--- src/rtl/apu_pkg.sv ---
// apu_pkg: sweep register layout and register address map shared by the pulse channel
package apu_pkg;
  typedef struct packed {
    logic       enable;
    logic [2:0] div_period;
    logic       negate;
    logic [2:0] shift;
  } sweep_cfg_t;
  localparam logic [1:0] ADDR_SWEEP     = 2'd1;
  localparam logic [1:0] ADDR_PERIOD_LO = 2'd2;
  localparam logic [1:0] ADDR_PERIOD_HI = 2'd3;
endpackage

--- src/rtl/apu_sweep_unit.sv ---
// apu_sweep_unit: sweep target, mute and half-frame divider for one pulse channel
module apu_sweep_unit
  import apu_pkg::*;
#(
  parameter int PULSE_CH = 1
) (
  input  logic        clk,
  input  logic        reset,
  input  logic        cpu_en,
  input  logic        half_frame,
  input  logic        cfg_we,
  input  sweep_cfg_t  cfg,
  input  logic [10:0] period,
  output logic        update,
  output logic [10:0] target,
  output logic        mute
);
  logic [2:0]  divider;
  logic        reload;
  logic [10:0] change;
  logic [11:0] sum;
  always_comb begin
    change = period >> cfg.shift;
    sum    = cfg.negate ? {1'b0, period} - {1'b0, change} - ((PULSE_CH == 1) ? 12'd1 : 12'd0)
                        : {1'b0, period} + {1'b0, change};
    target = sum[10:0];
    mute   = (period < 11'd8) | (!cfg.negate & sum[11]);
    update = cpu_en & half_frame & (divider == 3'd0) & cfg.enable & (cfg.shift != 3'd0) & !mute;
  end
  // a sweep write landing on a half-frame keeps reload pending for the next one
  always_ff @(posedge clk) begin
    if (reset) begin
      divider <= 3'd0;
      reload  <= 1'b0;
    end else if (cpu_en) begin
      if (half_frame)
        divider <= (divider == 3'd0 || reload) ? cfg.div_period : divider - 3'd1;
      reload <= cfg_we | (reload & !half_frame);
    end
  end
endmodule

--- src/rtl/pulse_sweep_timer.sv ---
// pulse_sweep_timer: pulse channel period timer with optional sweep unit
// Sweep is built only when APU_PULSE_SWEEP_EN is defined.
module pulse_sweep_timer
  import apu_pkg::*;
#(
  parameter int PULSE_CH = 1
) (
  input  logic        clk,
  input  logic        reset,
  input  logic        cpu_en,
  input  logic        apu_cycle,
  input  logic        half_frame,
  input  logic        reg_we,
  input  logic [1:0]  reg_addr,
  input  logic [7:0]  reg_wdata,
  output logic        next_step,
  output logic        seq_reset,
  output logic        mute,
  output logic [10:0] period
);
  logic [10:0] timer;
  logic [10:0] target;
  logic [10:0] base;
  logic        upd;
  logic        wr_lo;
  logic        wr_hi;
  assign wr_lo     = cpu_en & reg_we & (reg_addr == ADDR_PERIOD_LO);
  assign wr_hi     = cpu_en & reg_we & (reg_addr == ADDR_PERIOD_HI);
  assign seq_reset = wr_hi;
  assign next_step = cpu_en & apu_cycle & (timer == 11'd0);
`ifdef APU_PULSE_SWEEP_EN
  sweep_cfg_t cfg;
  logic       wr_sw;
  assign wr_sw = cpu_en & reg_we & (reg_addr == ADDR_SWEEP);
  always_ff @(posedge clk) begin
    if (reset) cfg <= '0;
    else if (wr_sw) cfg <= sweep_cfg_t'(reg_wdata);
  end
  apu_sweep_unit #(.PULSE_CH(PULSE_CH)) u_sweep (
    .clk       (clk),
    .reset     (reset),
    .cpu_en    (cpu_en),
    .half_frame(half_frame),
    .cfg_we    (wr_sw),
    .cfg       (cfg),
    .period    (period),
    .update    (upd),
    .target    (target),
    .mute      (mute)
  );
`else
  assign upd    = 1'b0;
  assign target = period;
  assign mute   = period < 11'd8;
`endif
  // register writes override the sweep result only for the bytes they touch
  assign base = upd ? target : period;
  always_ff @(posedge clk) begin
    if (reset) begin
      period <= 11'd0;
      timer  <= 11'd0;
    end else if (cpu_en) begin
      period <= {wr_hi ? reg_wdata[2:0] : base[10:8], wr_lo ? reg_wdata : base[7:0]};
      if (apu_cycle) timer <= (timer == 11'd0) ? period : timer - 11'd1;
    end
  end
endmodule

--- config.mk ---
export PLATFORM = sky130hd
export DESIGN_NAME = pulse_sweep_timer
export DESIGN_NICKNAME = d
export VERILOG_FILES = /design/src/rtl/apu_pkg.sv /design/src/rtl/apu_sweep_unit.sv /design/src/rtl/pulse_sweep_timer.sv
export SDC_FILE = /design/constraint.sdc
export NUM_CORES = 1
export LEC_CHECK = 0
export CAP_MARGIN = 20
export CORE_MARGIN = 2
export CORE_UTILIZATION = 47
export DETAILED_ROUTE_END_ITERATION = 10
export PLACE_DENSITY = 0.78
export SLEW_MARGIN = 20
export SYNTH_ARGS = -nofsm -noshare
export SYNTH_HDL_FRONTEND = slang
export SYNTH_SLANG_ARGS = --single-unit
--- constraint.sdc ---
create_clock -name clk -period 1.9 [get_ports clk]
set_input_delay 0.285 -clock clk [delete_from_list [all_inputs] [get_ports clk]]
set_output_delay 0.285 -clock clk [all_outputs]
set_load 0.05 [all_outputs]
==> results of run 1 <==
-- cells by family (layout without fill, tap and decap cells) --
| family | after synthesis | in the layout | share of synthesized area (%) |
|---|---|---|---|
| compound gates | 31 | 31 | 17.9 |
| fa+ha+maj | 2 | 2 | 2.21 |
| buf+inv | 10 | 49 | 3.98 |
| flops | 22 | 22 | 38.9 |
| mux | 6 | 6 | 5.31 |
| simple gates | 65 | 65 | 31.6 |
-- metal layers --
layer	vias up	share of wire (%)	wire (um)	GRT usage, %
met1	576	44	1400	32.9
met5	-	0	0	0
met4	0	1.6	51	10.3
li1	579	-	-	-
met2	35	50	1600	44.8
met3	6	4.5	142	3.11
-- registers in the layout, summed over array words and instances, names as in the netlist --
register  flops
timer        11
period       11
-- power by group through the flow --
stage / Sequential (mW) / Clock [mW] / Combinational [mW]
2_1_floorplan: 0.681 / 0 / 1.34
3_3_place_gp: 0.705 / 0 / 1.86
3_5_place_dp: 0.715 / 0 / 1.92
4_1_cts: 0.711 / 0.269 / 2.08
5_1_grt: 0.741 / 0.288 / 2.27
6_report: 0.731 / 0.267 / 2.10
-- final timing paths --
check | to | depth (start not counted)
worst max-delay path | period[7] | 1
worst min-delay path | period[0] | 2
worst max register to register | timer[8] | 4
worst min register to register | period[0] | 2
-- final cells by class --
type / count / area, um2 / area share [%]
clock buffers: 4 / 36.3 / 2.26
inverters: 5 / 18.8 / 1.17
multi-input cells: 104 / 664 / 41.4
flip-flops and latches: 22 / 444 / 27.7
well taps: 28 / 35.0 / 2.18
repair buffers: 40 / 405 / 25.3
-- worst min-delay path, stage by stage (launching register included) --
cell	delay, ns
dfxtp_1	0.35
nand2_1	0.06
a21oi_1	0.05
-- per-stage QoR --
stage	cell area [um2]	instances
after floorplan	1140	136
after global placement	1530	197
after detailed placement	1530	197
after CTS	1600	203
after global routing	1600	203
final	1600	203
-- synthesized netlist by cell type, types with 2 or more instances --
library cell	number
o311ai_0	2
inv_1	5
or2_2	2
mux2i_1	6
nor3_1	3
nand2_1	29
nand3_1	5
o21ai_0	7
nor2_1	6
nand3b_1	2
a311oi_1	3
or4_1	4
nand4_1	3
and2_1	2
clkbuf_1	4
ha_1	2
dfxtp_1	22
a21oi_1	12
-- repair_timing --
item / in CTS / in global routing
resized for setup: 3 / 7
cloned: 0 / 0
setup endpoints to repair: 1 / 4
hold endpoints to repair: 0 / 0
pin swaps: 2 / 2
setup buffers: 2 / 0
==> results.sh, run 1 <==
export IMPL_outcome="finished, final reports clean"
export IMPL_fin_crit_sh_pct=96.8
export IMPL_relSlewSlack_pct=65.9
export IMPL_vias=1196
export IMPL_globalplace_congestion=0.854
export IMPL_grt_pass1_vias=1154
export IMPL_power_total_mw=3.10
export IMPL_fin_nets=194
export IMPL_slew_viol_final=0
export IMPL_synth_yosys_seq_area_share_pct=38.9
export IMPL_grt_start_max_net_pins=18
export IMPL_via_per_inst=5.89
export IMPL_yosys_area_top_type="dfxtp_1"
export IMPL_avgSynthCellArea_um2=8.32
export IMPL_antenna_left=0
export IMPL_min_delay_start="period[0]"
export IMPL_tritoncts="built"
export IMPL_fmax_mhz=544
export IMPL_r2r_slack_ns=0.11
export IMPL_worstMarginPinSlew_ns=0.509
export IMPL_rows=17
export IMPL_start_util_pct=50.6
export IMPL_final_common_cell="nand2_1"
export IMPL_power_density_nw_per_um2=1930
export IMPL_ys_seq_elements=22
export IMPL_core_um2=2230
export IMPL_grt_pass1_wl_um=5240
export IMPL_syn_area_um2=1130
export IMPL_critPathCaptureType="output pin"
export IMPL_rsz0062_at_grt="yes"
export IMPL_crit_type="reg2out"
export IMPL_p_switching_mw=1.37
export IMPL_grt_overflow_total=0
export IMPL_cts_hold_buf=0
export IMPL_holdCritPathClass="reg2reg"
export IMPL_synth_cells=136
export IMPL_critPathMaxFanout=4
export IMPL_antenna_found_initial=0
export IMPL_worst_slack_ns=0.0615
export IMPL_synth_edf_count=0
export IMPL_p_comb_share_pct=67.8
export IMPL_ys_types=35
export IMPL_min_period_ns=1.84
export IMPL_hold_violations=0
export IMPL_clk_path_buf_depth=2
export IMPL_cp_slowest_cell="clkdlybuf4s50_1"
export IMPL_worstPathCellList="clkdlybuf4s50_1"
export IMPL_num_io_pins=30
export IMPL_port_buffers=28
export IMPL_synthTopCellsByArea="dfxtp_1 39%, nand2_1 9.6%, a21oi_1 5.3%"
export IMPL_finClkSkew_ns=0.00116
export IMPL_p_leak_nw=0.653
export IMPL_async_flop_share_pct=0
export IMPL_drt_iter0_markers=37
export IMPL_dp_slack_ns=0.0968
export IMPL_path_buf_inv=1
export IMPL_clockRootBuffer="clkbuf_4"
export IMPL_clockPowerShare_pct=8.6
export IMPL_wl_um=3190
export IMPL_ys_warn_count=0
export IMPL_final_core_util_pct=71.8
export IMPL_holdWs_ns=0.490
export IMPL_required_ns=1.62
export IMPL_die_h_um=53.1
export IMPL_start_kind="register"
export IMPL_cp_data_arrival_time_ns=1.55
export IMPL_wire_per_inst_um=15.7
export IMPL_die_w_um=53.1
export IMPL_insertion_delay_ns=0.32
export IMPL_synth_net_count=154
export IMPL_syn2layout_area_growth_pct=41.8
export IMPL_dpl_hpwl_um=2420
export IMPL_startpoint="period[7]"
export IMPL_synth_main_ff_cell="dfxtp_1"
export IMPL_cap_violations=0
export IMPL_swShare_pct=44.2
export IMPL_final_cell_mix="29 x nand2_1, 23 x clkdlybuf4s50_1, 19 x dfxtp_1"
export IMPL_fillers=180
export IMPL_fin_setup_tns_ns=0
export IMPL_max_vdd_ir_drop_v=0.00114
export IMPL_drive_above_1_share_pct=20.0
export IMPL_crit_family="buffers and inverters"
export IMPL_fp_dieArea_um2=2810
export IMPL_htree_num_levels=1
export IMPL_cts_sinks=22
export IMPL_seqPwrFrac_pct=23.6
export IMPL_setup_viol=0
export IMPL_antennaDiodeCount=0
export IMPL_synth_top_area_share_pct=38.9
export IMPL_clk_pin_slew_ns=0.12
export IMPL_cts_buffers=3
export IMPL_drc=0
export IMPL_grt_use_total_pct=26.1
export IMPL_slowest_delay_ns=0.83
export IMPL_firstDrtPassIters=4
export IMPL_r2r_start="timer[2]"
export IMPL_intPower_mw=1.73
No activity file was read; power rests on OpenSTA's default activity.
==> run 2, diff against run 1 <==
--- a/config.mk
+++ b/config.mk
@@ -9,8 +9,10 @@
 export CORE_MARGIN = 2
 export CORE_UTILIZATION = 47
 export DETAILED_ROUTE_END_ITERATION = 10
+export GPL_TIMING_DRIVEN = 1
 export PLACE_DENSITY = 0.78
 export SLEW_MARGIN = 20
 export SYNTH_ARGS = -nofsm -noshare
 export SYNTH_HDL_FRONTEND = slang
+export SYNTH_HIERARCHICAL = 1
 export SYNTH_SLANG_ARGS = --single-unit
==> results of run 2 <==
Final layout, timing and power as in run 1 (identical DEF).
Main changes from that run: Yosys warning count 0 -> 6
